File: src/rtl/pool_pkg.sv
// Shared definitions for the streaming pooling engine: mode encodings and
// width helpers used to size the accumulation datapath.
package pool_pkg;

  localparam logic POOL_MAX = 1'b0;
  localparam logic POOL_AVG = 1'b1;

  // Ceiling log2 for elaboration-time sizing; returns 0 for values <= 1.
  function automatic int clog2(input int value);
    int r;
    r = 0;
    for (int i = 0; i < 31; i++) begin
      if ((1 << i) < value) r = i + 1;
    end
    return r;
  endfunction

  // A KxK sum of BIT_WIDTH operands needs 2*log2(K) guard bits.
  function automatic int acc_width(input int bit_width, input int k);
    return bit_width + 2 * clog2(k);
  endfunction

endpackage

File: src/rtl/pool_combine.sv
// Pairwise reduction operator: signed max in max mode, sum in average mode.
module pool_combine
  import pool_pkg::*;
#(
  parameter int ACC_W = 34
) (
  input  logic signed [ACC_W-1:0] a_i,
  input  logic signed [ACC_W-1:0] b_i,
  input  logic                    mode_i,
  output logic signed [ACC_W-1:0] y_o
);

  // NOTE: purely combinational; every path assigns y_o, so no latch is inferred.
  always_comb begin
    if (mode_i == POOL_AVG) y_o = a_i + b_i;
    else                    y_o = (a_i > b_i) ? a_i : b_i;
  end

endmodule

File: src/rtl/pool2d_stream.sv
// Streaming KxK non-overlapping max/average pooling over a raster-order
// feature map; column partials for the current window row band live in pbuf.
module pool2d_stream
  import pool_pkg::*;
#(
  parameter int BIT_WIDTH = 32,
  parameter int IMG_W     = 28,
  parameter int IMG_H     = 28,
  parameter int K         = 2
) (
  input  logic                        clk,
  input  logic                        rst,
  input  logic                        in_valid,
  input  logic signed [BIT_WIDTH-1:0] in_data,
  input  logic                        mode,
  output logic                        out_valid,
  output logic signed [BIT_WIDTH-1:0] out_data,
  output logic                        out_last
);

  localparam int LG    = clog2(K);
  localparam int ACC_W = acc_width(BIT_WIDTH, K);
  localparam int NCOL  = IMG_W / K;
  localparam int CW    = (clog2(IMG_W) > 0) ? clog2(IMG_W) : 1;
  localparam int RW    = (clog2(IMG_H) > 0) ? clog2(IMG_H) : 1;
  localparam int OCW   = (CW > LG) ? CW - LG : 1;

  logic [CW-1:0]            col_q, col_d;
  logic [RW-1:0]            row_q, row_d;
  logic                     mode_q, mode_d;
  logic signed [ACC_W-1:0]  h_acc_q, h_acc_d;
  logic                     out_valid_q, out_valid_d;
  logic signed [BIT_WIDTH-1:0] out_data_q, out_data_d;
  logic                     out_last_q, out_last_d;
  logic signed [ACC_W-1:0]  pbuf_q [NCOL];

  logic [LG-1:0]            wc, wr;
  logic [OCW-1:0]           oc;
  logic                     col_end, row_end, win_done, pbuf_we;
  logic signed [ACC_W-1:0]  pix_ext, h_comb, h_new, pbuf_rd, v, pbuf_wd, avg_sh;
  logic signed [BIT_WIDTH-1:0] result;

  pool_combine #(.ACC_W(ACC_W)) u_h_combine (
    .a_i    (h_acc_q),
    .b_i    (pix_ext),
    .mode_i (mode_q),
    .y_o    (h_comb)
  );

  pool_combine #(.ACC_W(ACC_W)) u_v_combine (
    .a_i    (pbuf_rd),
    .b_i    (h_new),
    .mode_i (mode_q),
    .y_o    (v)
  );

  always_comb begin
    wc       = col_q[LG-1:0];
    wr       = row_q[LG-1:0];
    oc       = OCW'(col_q >> LG);
    col_end  = (col_q == CW'(IMG_W - 1));
    row_end  = (row_q == RW'(IMG_H - 1));
    pix_ext  = {{(ACC_W - BIT_WIDTH){in_data[BIT_WIDTH-1]}}, in_data};
    h_new    = (wc == '0) ? pix_ext : h_comb;
    pbuf_rd  = pbuf_q[oc];
    win_done = in_valid && (wc == LG'(K - 1)) && (wr == LG'(K - 1));
    pbuf_we  = in_valid && (wc == LG'(K - 1)) && (wr != LG'(K - 1));
    pbuf_wd  = (wr == '0) ? h_new : v;
    // Arithmetic shift floors toward -inf, which is the intended average rounding.
    avg_sh   = v >>> (2 * LG);
    result   = (mode_q == POOL_AVG) ? BIT_WIDTH'(avg_sh) : BIT_WIDTH'(v);
  end

  always_comb begin
    col_d       = col_q;
    row_d       = row_q;
    mode_d      = mode_q;
    h_acc_d     = h_acc_q;
    out_valid_d = win_done;
    out_data_d  = out_data_q;
    out_last_d  = win_done && col_end && row_end;
    if (in_valid) begin
      h_acc_d = h_new;
      if (col_q == '0 && row_q == '0) mode_d = mode;
      if (col_end) begin
        col_d = '0;
        row_d = row_end ? '0 : row_q + RW'(1);
      end else begin
        col_d = col_q + CW'(1);
      end
    end
    if (win_done) out_data_d = result;
  end

  // NOTE: sequential state uses non-blocking assignments so every register
  // samples the pre-edge values computed by the combinational blocks.
  always_ff @(posedge clk) begin
    if (rst) begin
      col_q       <= '0;
      row_q       <= '0;
      mode_q      <= POOL_MAX;
      h_acc_q     <= '0;
      out_valid_q <= 1'b0;
      out_data_q  <= '0;
      out_last_q  <= 1'b0;
    end else begin
      col_q       <= col_d;
      row_q       <= row_d;
      mode_q      <= mode_d;
      h_acc_q     <= h_acc_d;
      out_valid_q <= out_valid_d;
      out_data_q  <= out_data_d;
      out_last_q  <= out_last_d;
    end
  end

  // NOTE: the partial buffer is deliberately not reset; each entry is written
  // on row wr==0 before any read, so a reset would only cost area and fanout.
  always_ff @(posedge clk) begin
    if (pbuf_we) pbuf_q[oc] <= pbuf_wd;
  end

  assign out_valid = out_valid_q;
  assign out_data  = out_data_q;
  assign out_last  = out_last_q;

endmodule

File: config.mk
export PLATFORM = sky130hd
export DESIGN_NAME = pool2d_stream
export DESIGN_NICKNAME = d
export VERILOG_FILES = /design/src/rtl/pool_pkg.sv /design/src/rtl/pool_combine.sv /design/src/rtl/pool2d_stream.sv
export SDC_FILE = /design/constraint.sdc
export NUM_CORES = 1
export LEC_CHECK = 0
export CAP_MARGIN = 25
export CORE_ASPECT_RATIO = 2
export CORE_UTILIZATION = 38
export CTS_CLUSTER_DIAMETER = 80
export DETAILED_ROUTE_END_ITERATION = 7
export SLEW_MARGIN = 20
export SYNTH_ARGS = -nofsm -noshare
export SYNTH_HDL_FRONTEND = slang
export SYNTH_SLANG_ARGS = --single-unit
File: constraint.sdc
create_clock -name clk -period 21.4 [get_ports clk]
set_clock_uncertainty 0.2 [all_clocks]
set_input_delay 4.28 -clock clk [delete_from_list [all_inputs] [get_ports clk]]
set_output_delay 4.28 -clock clk [all_outputs]
set_load 0.01 [all_outputs]
==> impl_metrics.toml <==
[global_route]
grt_pass1_wl_um = 120000
grt_usage = 0.213
grt_max_degree = 103
grt_pass1_vias = 19000
antenna_found_initial = 1
overflow = 0

[floorplanning]
die_h_um = 387
initial_core_util = 0.385
die_area_um2 = 75200
dieWidth_um = 194
core_area_um2 = 73000
io_pins = 70
row_count = 140

[routing]
wirelength_um = 81100
vias_per_cell = 5.77
drc_errors = 0
ant_nets = 0
num_vias = 18600
detail_route.first_pass.iterations = 6
drt_iter0_markers = 1534
wire_per_inst_um = 25.2

[worst_setup_path]
cp-start-kind = "input port"
required_ps = 21450
worstPathMaxFanout = 27
r2r-start = "h_acc_q[7]"
crit_type = "input port to flop"
crit_path_start = "in_data[31]"
arrival_ps = 13050
worstSetupEndpointType = "flop"

[clock_network]
cts_hold_buffers = 0
cts_buffers = 45
postCtsSetupRepairBufs = 0
clock_latency_ps = 590
clk_pin_slew_worst_paths_ps = 70
post_cts_resized = 0
cts_tree = "built"
cts_root_buf = "clkbuf_16"
cts.path.max_buffers = 3
h-tree-depth = 2
cts_sinks = 559

[logic_synthesis]
synthArstFlopShare = 0
synth-simple-area-share = 0.0824
synth_top_family_by_area = "multiplexers"
ys.flop_type = "edfxtp_1"
synth-xor-area-share = 0.0177
syn_area_per_cell_um2 = 12.8
muxShareOfSynthArea = 0.117
syn_area_um2 = 28100
synth_cell_types = 97
syn_nets = 2375
synth_compound_area_frac = 0.115
synth_top_cells_by_area = "edfxtp_1 (51%), mux4_2 (8.9%), ha_1 (6.1%)"
synth_seq_area_share = 0.567
yosysTopAreaCell = "edfxtp_1"
syn_inst = 2199
yosys.area_share.adder = 0.0628
ys_warn_count = 0
synth_edf_count = 476
synth_top_area_frac = 0.508
ys_seq_elements = 559

[sta]
min_period_over_period = 0.607
fmax_mhz = 77.0
setup_viol = 0
tightest_slew_ps = 1070
fin_tns_setup_ps = 0
drv_slew = 0
period_needed_ps = 12990
slew_headroom = 0.283
hold_violations = 0
rsz0062_at_grt = "false"

[pwr]
p_leak_uw = 0.0108
peakVddDrop_v = 0.0000590
pwr_density_cell_nw_per_um2 = 82.5

[place]
placedCellCount = 3130
place_congestion = 0.952
dp_hpwl_um = 54800
io_buffers = 69

[worst_hold_path]
min_path_type = "flop to flop"
min_from = "out_data[8]"

[final_layout]
drive_above_1_share = 0.134
syn2layout_area_growth_pct = 12.0
antenna_cells = 0
nets = 2435
regArea_um2 = 16000
fillerInstances = 6621
final_cells = 3216
multiInputGateArea_um2 = 11200

[outcome]
outcome = "finished, final reports clean"

[flow_run]
drv_cap = 0
cell usage in the layout (no fill, tap or decap), drive strengths merged, types with 13 or more instances in the layout:
master / count
a211oi: 37
nor2: 225
nor2b: 14
a21oi: 149
ha: 138
nor3: 47
nand2: 98
nand3: 18
o31ai: 15
clkbuf: 54
edfxtp: 476
mux4: 111
dfxtp: 83
a221oi: 14
o21ai: 82
clkinv: 17
mux2i: 67
inv: 159
or3: 15
clkdlybuf4s50: 67
o211ai: 16
a2111oi: 13
a22oi: 24
nand2b: 21
nand4: 17
o22ai: 18
xnor2: 47
o21bai: 15
buf: 57
stage by stage:
step / total power (µW) / worst slack [ps] / hold slack (ps) / util / area (µm²)
final: 2600 / 8410 / 266 / 0.432 / 31500
after global routing: 2700 / 8240 / 278 / 0.432 / 31500
after CTS: 2610 / 8430 / 268 / 0.431 / 31500
after detailed placement: 1760 / 7850 / 256 / 0.411 / 30000
after global placement: 1760 / 7680 / 254 / 0.411 / 30000
after floorplan: 1600 / 11250 / 267 / - / 28100
where the power goes:
group          leakage [µW]  internal, µW  switching, µW
clock              0.000722           456            396
sequential          0.00497          1220           14.0
combinational       0.00507           182            334
total                0.0108          1860            744
path summary, 6_finish.rpt:
check	endpoint	slack [ps]	cells after the start
min reg2reg	out_data[8]	270	2
max	pbuf_q[7][10]	8410	22
min	out_data[8]	270	2
max reg2reg	pbuf_q[7][10]	12380	20
flip-flops by register name, summed over array words and instances, names as in the netlist, named ones only:
name,count
pbuf_q,476
h_acc_q,34
out_data,32
col_q,5
row_q,5
mode_q,1
out_last,1
out_valid,1
critical path: stages:
cell             delay [ps]
clkdlybuf4s50_1         630
inv_1                   230
ha_1                    490
nand4_1                 260
nor4_2                  500
nand2_1                 130
o2111a_1                310
or3_1                   450
a31oi_4                 850
a22oi_1                 380
inv_1                   190
ha_1                    270
nand4_1                 490
nor4_1                  840
nand3_1                 360
o221a_2                 240
o21ai_1                 160
buf_4                   330
nand2b_1                330
buf_4                   360
o21ai_0                 200
a22oi_1                 740
cell usage after synthesis (13+ instances only):
| master | number |
|---|---|
| o31ai_1 | 14 |
| ha_1 | 138 |
| buf_1 | 17 |
| xnor2_1 | 47 |
| nor3_1 | 47 |
| nor2b_1 | 14 |
| inv_1 | 151 |
| a21oi_1 | 148 |
| edfxtp_1 | 476 |
| nand3_1 | 17 |
| nand2_1 | 97 |
| mux4_2 | 111 |
| clkbuf_1 | 73 |
| a22oi_1 | 23 |
| o22ai_1 | 18 |
| o21ai_0 | 77 |
| dfxtp_1 | 83 |
| buf_2 | 13 |
| o21bai_1 | 15 |
| nand4_1 | 17 |
| a211oi_1 | 36 |
| mux2i_1 | 67 |
| nand2b_1 | 21 |
| or3_1 | 15 |
| o211ai_1 | 16 |
| nor2_1 | 224 |
layout make-up:
cell class / instances / area share
flip-flops and latches: 559 / 0.507
multi-input cells: 1371 / 0.356
clock buffers: 53 / 0.0367
well taps: 923 / 0.0366
repair buffers: 125 / 0.0349
inverters: 157 / 0.0187
clock inverters: 28 / 0.0103
metal layers:
metal,track usage,vias to the layer above,part of all wire
met3,0.0176,163,0.038
met2,0.396,549,0.53
li1,-,8451,-
met5,0,-,0
met1,0.242,9404,0.38
met4,0.110,0,0.051
cells by family after synthesis:
logic type               Yosys count
AO/OA/AOI/OAI                    483
AND/OR/NAND/NOR                  503
adder cells (fa/ha/maj)          140
buffers and inverters            269
multiplexers                     188
XOR/XNOR                          57
flip-flops                       559
Note: power is estimated with default switching activity, not from simulation.
